### config.mk
export PLATFORM = sky130hd
export DESIGN_NAME = mul_sequencer
export DESIGN_NICKNAME = d
export VERILOG_FILES = /design/src/rtl/mul_sequencer.sv
export SDC_FILE = /design/constraint.sdc
export NUM_CORES = 1
export LEC_CHECK = 0
export BUFFER_PORTS_ARGS = -buffer_cell sky130_fd_sc_hd__clkbuf_2
export CAP_MARGIN = 30
export CORE_MARGIN = 3
export CORE_UTILIZATION = 63
export CTS_CLUSTER_DIAMETER = 100
export DETAILED_ROUTE_END_ITERATION = 10
export GPL_TIMING_DRIVEN = 0
export MAX_ROUTING_LAYER = met4
export PLACE_DENSITY = 0.82
export SYNTH_ARGS = -nofsm -noshare
export SYNTH_HDL_FRONTEND = slang
export SYNTH_SLANG_ARGS = --single-unit
### constraint.sdc
create_clock -name clk -period 8.5 [get_ports clk]
set_input_delay 0.85 -clock clk [delete_from_list [all_inputs] [get_ports clk]]
set_output_delay 0.85 -clock clk [all_outputs]
set_load 0.03 [all_outputs]
### src/rtl/mul_sequencer.sv
// Sequential unsigned WIDTH x WIDTH shift-add multiplier with HI/LO commit and MFHI/MFLO reads.
// Optional MUL_EARLY_EXIT_EN ends the iteration loop once no multiplier bits remain.
module mul_sequencer #(
  parameter int WIDTH = 32,
  parameter int CNT_W = 6
) (
  input  logic             clk,
  input  logic             reset,
  input  logic             req_valid,
  output logic             req_ready,
  input  logic [5:0]       Signal,
  input  logic [WIDTH-1:0] dataA,
  input  logic [WIDTH-1:0] dataB,
  output logic [WIDTH-1:0] dataOut,
  output logic             out_valid,
  output logic             busy,
  output logic             done,
  output logic [WIDTH-1:0] hi,
  output logic [WIDTH-1:0] lo,
  output logic             bad_op
);

  localparam logic [5:0] FUNCT_MULTU = 6'b011001;
  localparam logic [5:0] FUNCT_MFHI  = 6'b010000;
  localparam logic [5:0] FUNCT_MFLO  = 6'b010010;

  typedef enum logic [1:0] {
    S_IDLE,
    S_RUN,
    S_DONE
  } state_e;

  state_e             state_q, state_d;
  logic [2*WIDTH-1:0] product_q, product_d;
  logic [2*WIDTH-1:0] mcnd_q, mcnd_d;
  logic [WIDTH-1:0]   mpr_q, mpr_d;
  logic [CNT_W-1:0]   cnt_q, cnt_d;
  logic [WIDTH-1:0]   hi_q, hi_d;
  logic [WIDTH-1:0]   lo_q, lo_d;
  logic [WIDTH-1:0]   dout_q, dout_d;
  logic               out_valid_q, out_valid_d;
  logic               bad_op_q, bad_op_d;
  logic               accept;
  logic               last_iter;

  assign req_ready = (state_q == S_IDLE) && !reset;
  assign accept    = req_valid && req_ready;

`ifdef MUL_EARLY_EXIT_EN
  // Stop as soon as the remaining multiplier bits are all zero; further adds would be no-ops.
  assign last_iter = (cnt_q == CNT_W'(WIDTH - 1)) || ((mpr_q >> 1) == '0);
`else
  assign last_iter = (cnt_q == CNT_W'(WIDTH - 1));
`endif

  always_comb begin
    // NOTE: every signal written here gets a default first, so no path can infer a latch.
    state_d     = state_q;
    product_d   = product_q;
    mcnd_d      = mcnd_q;
    mpr_d       = mpr_q;
    cnt_d       = cnt_q;
    hi_d        = hi_q;
    lo_d        = lo_q;
    dout_d      = dout_q;
    out_valid_d = 1'b0;
    bad_op_d    = 1'b0;

    unique case (state_q)
      S_IDLE: begin
        if (accept) begin
          case (Signal)
            FUNCT_MULTU: begin
              product_d = '0;
              mcnd_d    = {{WIDTH{1'b0}}, dataA};
              mpr_d     = dataB;
              cnt_d     = '0;
              state_d   = S_RUN;
            end
            FUNCT_MFHI: begin
              dout_d      = hi_q;
              out_valid_d = 1'b1;
            end
            FUNCT_MFLO: begin
              dout_d      = lo_q;
              out_valid_d = 1'b1;
            end
            default: bad_op_d = 1'b1;
          endcase
        end
      end
      S_RUN: begin
        if (mpr_q[0]) product_d = product_q + mcnd_q;
        mcnd_d = mcnd_q << 1;
        mpr_d  = mpr_q >> 1;
        cnt_d  = cnt_q + CNT_W'(1);
        if (last_iter) state_d = S_DONE;
      end
      S_DONE: begin
        {hi_d, lo_d} = product_q;
        state_d      = S_IDLE;
      end
      default: state_d = S_IDLE;
    endcase
  end

  always_ff @(posedge clk) begin
    // NOTE: state registers use non-blocking assignments so all flops update from pre-edge values.
    if (reset) begin
      state_q     <= S_IDLE;
      product_q   <= '0;
      mcnd_q      <= '0;
      mpr_q       <= '0;
      cnt_q       <= '0;
      hi_q        <= '0;
      lo_q        <= '0;
      dout_q      <= '0;
      out_valid_q <= 1'b0;
      bad_op_q    <= 1'b0;
    end else begin
      state_q     <= state_d;
      product_q   <= product_d;
      mcnd_q      <= mcnd_d;
      mpr_q       <= mpr_d;
      cnt_q       <= cnt_d;
      hi_q        <= hi_d;
      lo_q        <= lo_d;
      dout_q      <= dout_d;
      out_valid_q <= out_valid_d;
      bad_op_q    <= bad_op_d;
    end
  end

  assign busy      = (state_q != S_IDLE);
  assign done      = (state_q == S_DONE);
  assign hi        = hi_q;
  assign lo        = lo_q;
  assign dataOut   = dout_q;
  assign out_valid = out_valid_q;
  assign bad_op    = bad_op_q;

endmodule

## After elaboration in Yosys (flattened, before gate mapping)

Index checks and enable logic that the tools add are counted.

- Register bits after elaboration: 266
- Input port bits: 73
- Word-level logic and storage cells: 58
- Output and inout port bits: 101

- Add/subtract/negate cells: 2
- Mux-type cells: 20
- Equal/unequal tests: 10
- Reductions and logical operators: 14
- Bitwise gates (word level): 2

Operator list:

| cell | count |
|---|---|
| two-way mux 64 bit | 5 |
| case mux 64 bit (2 select lines) | 2 |
| case mux 32 bit (2 select lines) | 2 |
| adder 64 bit | 1 |
| two-way mux 32 bit | 2 |
| equality test 6 x 5 -> 1 bit, second input constant | 4 |
| two-way mux 6 bit | 2 |
| case mux 6 bit (2 select lines) | 1 |
| AND reduction 3 bit | 3 |
| adder 6 x 1 -> 6 bit, second input constant | 1 |
| two-way mux 2 bit | 3 |
| != test 2 bit, second input constant | 3 |
| nonzero test 2 bit | 3 |
| OR reduction 3 bit | 2 |
| case mux 2 bit (2 select lines) | 1 |
| AND reduction 4 bit | 1 |
| equality test 2 x 1 -> 1 bit, second input constant | 1 |
| equality test 2 bit, second input constant | 1 |
| logical AND 1 bit | 2 |
| logical NOT 2 bit | 1 |
| two-way mux 1 bit | 2 |
| != test 2 x 1 -> 1 bit, second input constant | 1 |
| NOT 1 bit | 2 |
| OR reduction 2 bit | 1 |
| logical NOT 1 bit | 1 |

## Depth between registers and ports, before layout

- Word-level depth: 5
- Gate-level depth with buffers: 15
- Depth with buffers taken out: 15

## Worst setup path before layout

OpenSTA, ideal clock, no wires.

- Path kind: input-to-reg
- From: input port reset
- To: register mcnd_q[10]
- Path buffers: 3
- Setup time: 91 ps
- Data required time: 8,409 ps
- Data arrival time: 3,234 ps
- Stages on the path: 10
- Path slack: 5,175 ps
- Cell sequence: clkbuf_1 nor2_1 nand3_1 nor3_1 nor2_1 nor2_1 clkbuf_1 clkbuf_1 nor2_1 a311oi_1

- Longest elaborated chain between the ends: 5

Ends and longest elaborated chain:

| element | RTL line | source |
|---|---|---|
| start, declared | 8 | `input logic reset,` |
| logical NOT 1 bit | 46 | `assign req_ready = (state_q == S_IDLE) && !reset;` |
| logical AND 1 bit | 46 |  |
| net req_ready | 10 | `output logic req_ready,` |
| logical AND 1 bit | 47 | `assign accept = req_valid && req_ready;` |
| != test 2 bit (no line) | -- |  |
| AND reduction 3 bit (no line) | -- |  |
| end signal, assigned | 123 | `mcnd_q <= mcnd_d;` |
| end, declared | 35 | `logic [2*WIDTH-1:0] mcnd_q, mcnd_d;` |

The timed path passes the listed nets, and every way through them passes these cells.
A chain may end at the register's enable or synchronous reset.

## Worst setup path in the final report

- From: register product_q[0]
- To: register product_q[60]

- Longest elaborated chain between the ends: 3

Ends and longest elaborated chain:

| element | RTL line | source |
|---|---|---|
| start, declared | 34 | `logic [2*WIDTH-1:0] product_q, product_d;` |
| start signal, assigned | 122 | `product_q <= product_d;` |
| adder 64 bit | 93 | `if (mpr_q[0]) product_d = product_q + mcnd_q;` |
| two-way mux 64 bit | 93 |  |
| case mux 64 bit (2 select lines) | 69 | `unique case (state_q)` |

No other way between the ends. The select of a mux whose other input is x is not followed.

==> reports/metrics.cfg <==
[placement]
place_inst=2123
io_buffers=172
dpl_worst_slack_ns=4.31
dp_hpwl_um=31200
gp_congestion=0.969
placed_area_um2=14700

[sta]
report.final.setup_viol=0
finalSetupTns_ns=0
relSlewSlack_pct=55.3
finalCritPeriodShare_pct=50.6
fmax_ghz=0.233
hold_slack_ns=0.454
clock_skew_ns=0.0305
maxSlewViolCount=0
final_hold_viol_count=0
setup_ws_ns=4.20
final.min_clock_period_ns=4.30
grt_setup_unrepaired=false
worstMarginPinSlew_ns=0.671

[clock_network]
root_buffer=clkbuf_16
cts_made_buffers=27
insertion_delay_ns=0.56
cts_max_level=1
clkSinkCount=266
cts-hold-fix-buffers=0
cts_resized=0
clk_pin_slew_ns=0.06
clk_path_buf_depth=3
cts_setup_buffers=0
cts_tree=done

[route]
post_drt_via_cell_ratio=6.20
ant_nets=0
wl_per_cell_um=18.9
vias=13477
drtIter0Drc=1154
drtPass1Iterations=5
drc=0
wirelength_um=41000

[floorplan]
die-width_um=152
die_y_um=152
core_area_um2=20600
initial_core_util_pct=65.3
ioPinCount=174
num_rows=52
dieArea_um2=23200

[critical_path]
cp_max_fo=3
endpoint_kind=register
reg2reg_depth=16
cp.required_ns=8.95
worst_ep_arrival_time_ns=4.75
timing.setup.critical_path_class=reg2reg
startpoint_type=register

[cells_and_area]
area_growth_pct=15.8
n_fill_cell=1624
drive_gt1_share_pct=13.5
fin_area_um2=15600
mostFrequentLayoutCells=nand2_1, dfxtp_1, a21oi_1, clkbuf_2, nor2_1
final_common_cell=nand2_1
diodes=0
fin_util_pct=75.6
finalNetCount=2020
layout.cells.non_filler=2172

[synthesis]
synthSimpleGateAreaFrac_pct=19.2
synth_top_family_by_area=compound AO/OA/AOI/OAI gates
avgSynthCellArea_um2=8.02
synthFlopType=dfxtp_1
synthMuxAreaShare_pct=0.0836
synthXorXnorAreaFrac_pct=3.84
synthAdderAreaFrac_pct=6.10
ys_ff_latch=266
synth_nets=1817
synth-compound-area-share_pct=26.5
synth_edf_count=0
syn-cell-area_um2=13500
yosysWarnings=0
syn_inst=1679
async_reset_ff_share_pct=0
synthDistinctLibCells=73
ys_seq_area_share_pct=39.5

[global_route]
grt_overflow=0
grt_pass1_vias=12487
grt_use_total_pct=34.3
grt_pass1_wl_um=64600
antenna_found_initial=0
grt_max_degree=15

[run]
cap_violations=0

[hold_path]
hold_path.class=reg2reg
hold_depth=2

[power_and_ir_drop]
share_seq_of_total_power_pct=49.1
p_leak_nw=6.51
peakVddDrop_mv=0.174
p_switching_uw=572
comb_power_share_pct=3.1
totalPowerFinal_mw=2.56
pwr-share-clk_pct=47.8
switching_share_pct=22.4
powerDensity_nw_per_um2=164
internal-power_mw=1.98

[run_status]
status=finished, final reports clean

[logic make-up (layout without fill, tap and decap cells)]
logic type | Yosys count | count (layout)
xor gates and xnor gates | 59 | 59
and+or+nand+nor | 615 | 615
buffers and inverters | 151 | 374
adders and majority gates | 65 | 65
muxes | 1 | 1
AOI/OAI and AO/OA | 522 | 522
DFF | 266 | 266
[power by group through the flow]
stage | Combinational, mW | Clock [mW] | Sequential (mW)
6_report | 0.0799 | 1.22 | 1.25
5_1_grt | 0.0872 | 1.29 | 1.25
4_1_cts | 0.0785 | 1.23 | 1.25
3_5_place_dp | 0.0775 | 0 | 1.28
3_3_place_gp | 0.0762 | 0 | 1.28
2_1_floorplan | 0.0429 | 0 | 1.28
[layer usage]
| layer | GRT usage, % | part of all wire, % | routed length [um] | vias to the layer above |
|---|---|---|---|---|
| met5 | - | 0 | 0 | - |
| met4 | 9.38 | 3.0 | 1210 | 0 |
| met3 | 5.34 | 8.3 | 3410 | 104 |
| met2 | 54.0 | 46 | 18700 | 585 |
| met1 | 46.5 | 43 | 17700 | 6377 |
| li1 | - | - | - | 6411 |
[layout make-up]
| cell class | instances | area [um2] | share of cell area (%) |
|---|---|---|---|
| Timing Repair Buffer | 174 | 872 | 5.59 |
| Tap cell | 270 | 338 | 2.17 |
| Inverter | 21 | 78.8 | 0.506 |
| Multi-Input combinational cell | 1262 | 7500 | 48.1 |
| Clock inverter | 13 | 138 | 0.883 |
| Clock buffer | 36 | 779 | 5.00 |
| Buffer | 130 | 558 | 3.58 |
| Sequential cell | 266 | 5330 | 34.2 |
[final timing paths]
| check | from | slack (ns) | end |
|---|---|---|---|
| worst max register to register | product_q[0] | 4.20 | product_q[60] |
| worst min register to register | dataOut[13] | 0.45 | dataOut[13] |
| worst min-delay path | dataOut[13] | 0.45 | dataOut[13] |
| worst max-delay path | product_q[0] | 4.20 | product_q[60] |
[state kept, by name, summed over array words and instances, names as in the netlist]
register and cells:
bad_op 1, cnt_q 6, dataOut 32, hi 32, lo 32, mcnd_q 64
mpr_q 32, out_valid 1, product_q 64, state_q 2
[worst max-delay path: stages, from the launching register on]
cell,delay (ns)
dfxtp_1,0.40
ha_1,0.22
inv_1,0.07
fa_1,0.39
nor2b_1,0.24
o2111ai_1,0.17
a21oi_1,0.27
o21ai_1,0.13
a21oi_1,0.34
o311ai_1,0.20
a2111oi_0,0.47
buf_1,0.23
o31ai_1,0.11
a31oi_1,0.41
a221oi_1,0.19
xnor2_1,0.16
a22o_1,0.19
[cells in the mapped netlist, drive strengths merged (2+ instances only)]
cell / n / area (um2)
o31a: 2 / 17.5
dfxtp: 266 / 5330
clkbuf: 109 / 425
nor3: 10 / 50.1
nand4: 13 / 81.3
o211a: 2 / 20.0
o21a: 4 / 30.0
xor2: 23 / 201
nand3: 32 / 160
a21oi: 186 / 931
nand3b: 3 / 22.5
a221o: 3 / 31.3
ha: 64 / 801
o21bai: 12 / 90.1
nand2: 355 / 1330
o31ai: 4 / 30.0
o21ai: 43 / 215
a31oi: 15 / 106
nor2: 139 / 524
a41oi: 5 / 58.8
nor3b: 4 / 30.0
a21boi: 2 / 15.0
buf: 17 / 92.6
or2: 6 / 37.5
o22ai: 2 / 12.5
and2: 5 / 33.8
inv: 21 / 78.8
a221oi: 3 / 26.3
and3: 16 / 104
a311oi: 64 / 561
a211oi: 4 / 30.0
o221ai: 34 / 298
nand2b: 11 / 68.8
o2111ai: 3 / 26.3
xnor2: 36 / 315
a32o: 2 / 20.0
a21o: 54 / 409
a22o: 30 / 263
a22oi: 40 / 300
nor2b: 12 / 75.1
or3: 6 / 38.8
No activity file was read; power rests on OpenSTA's default activity.
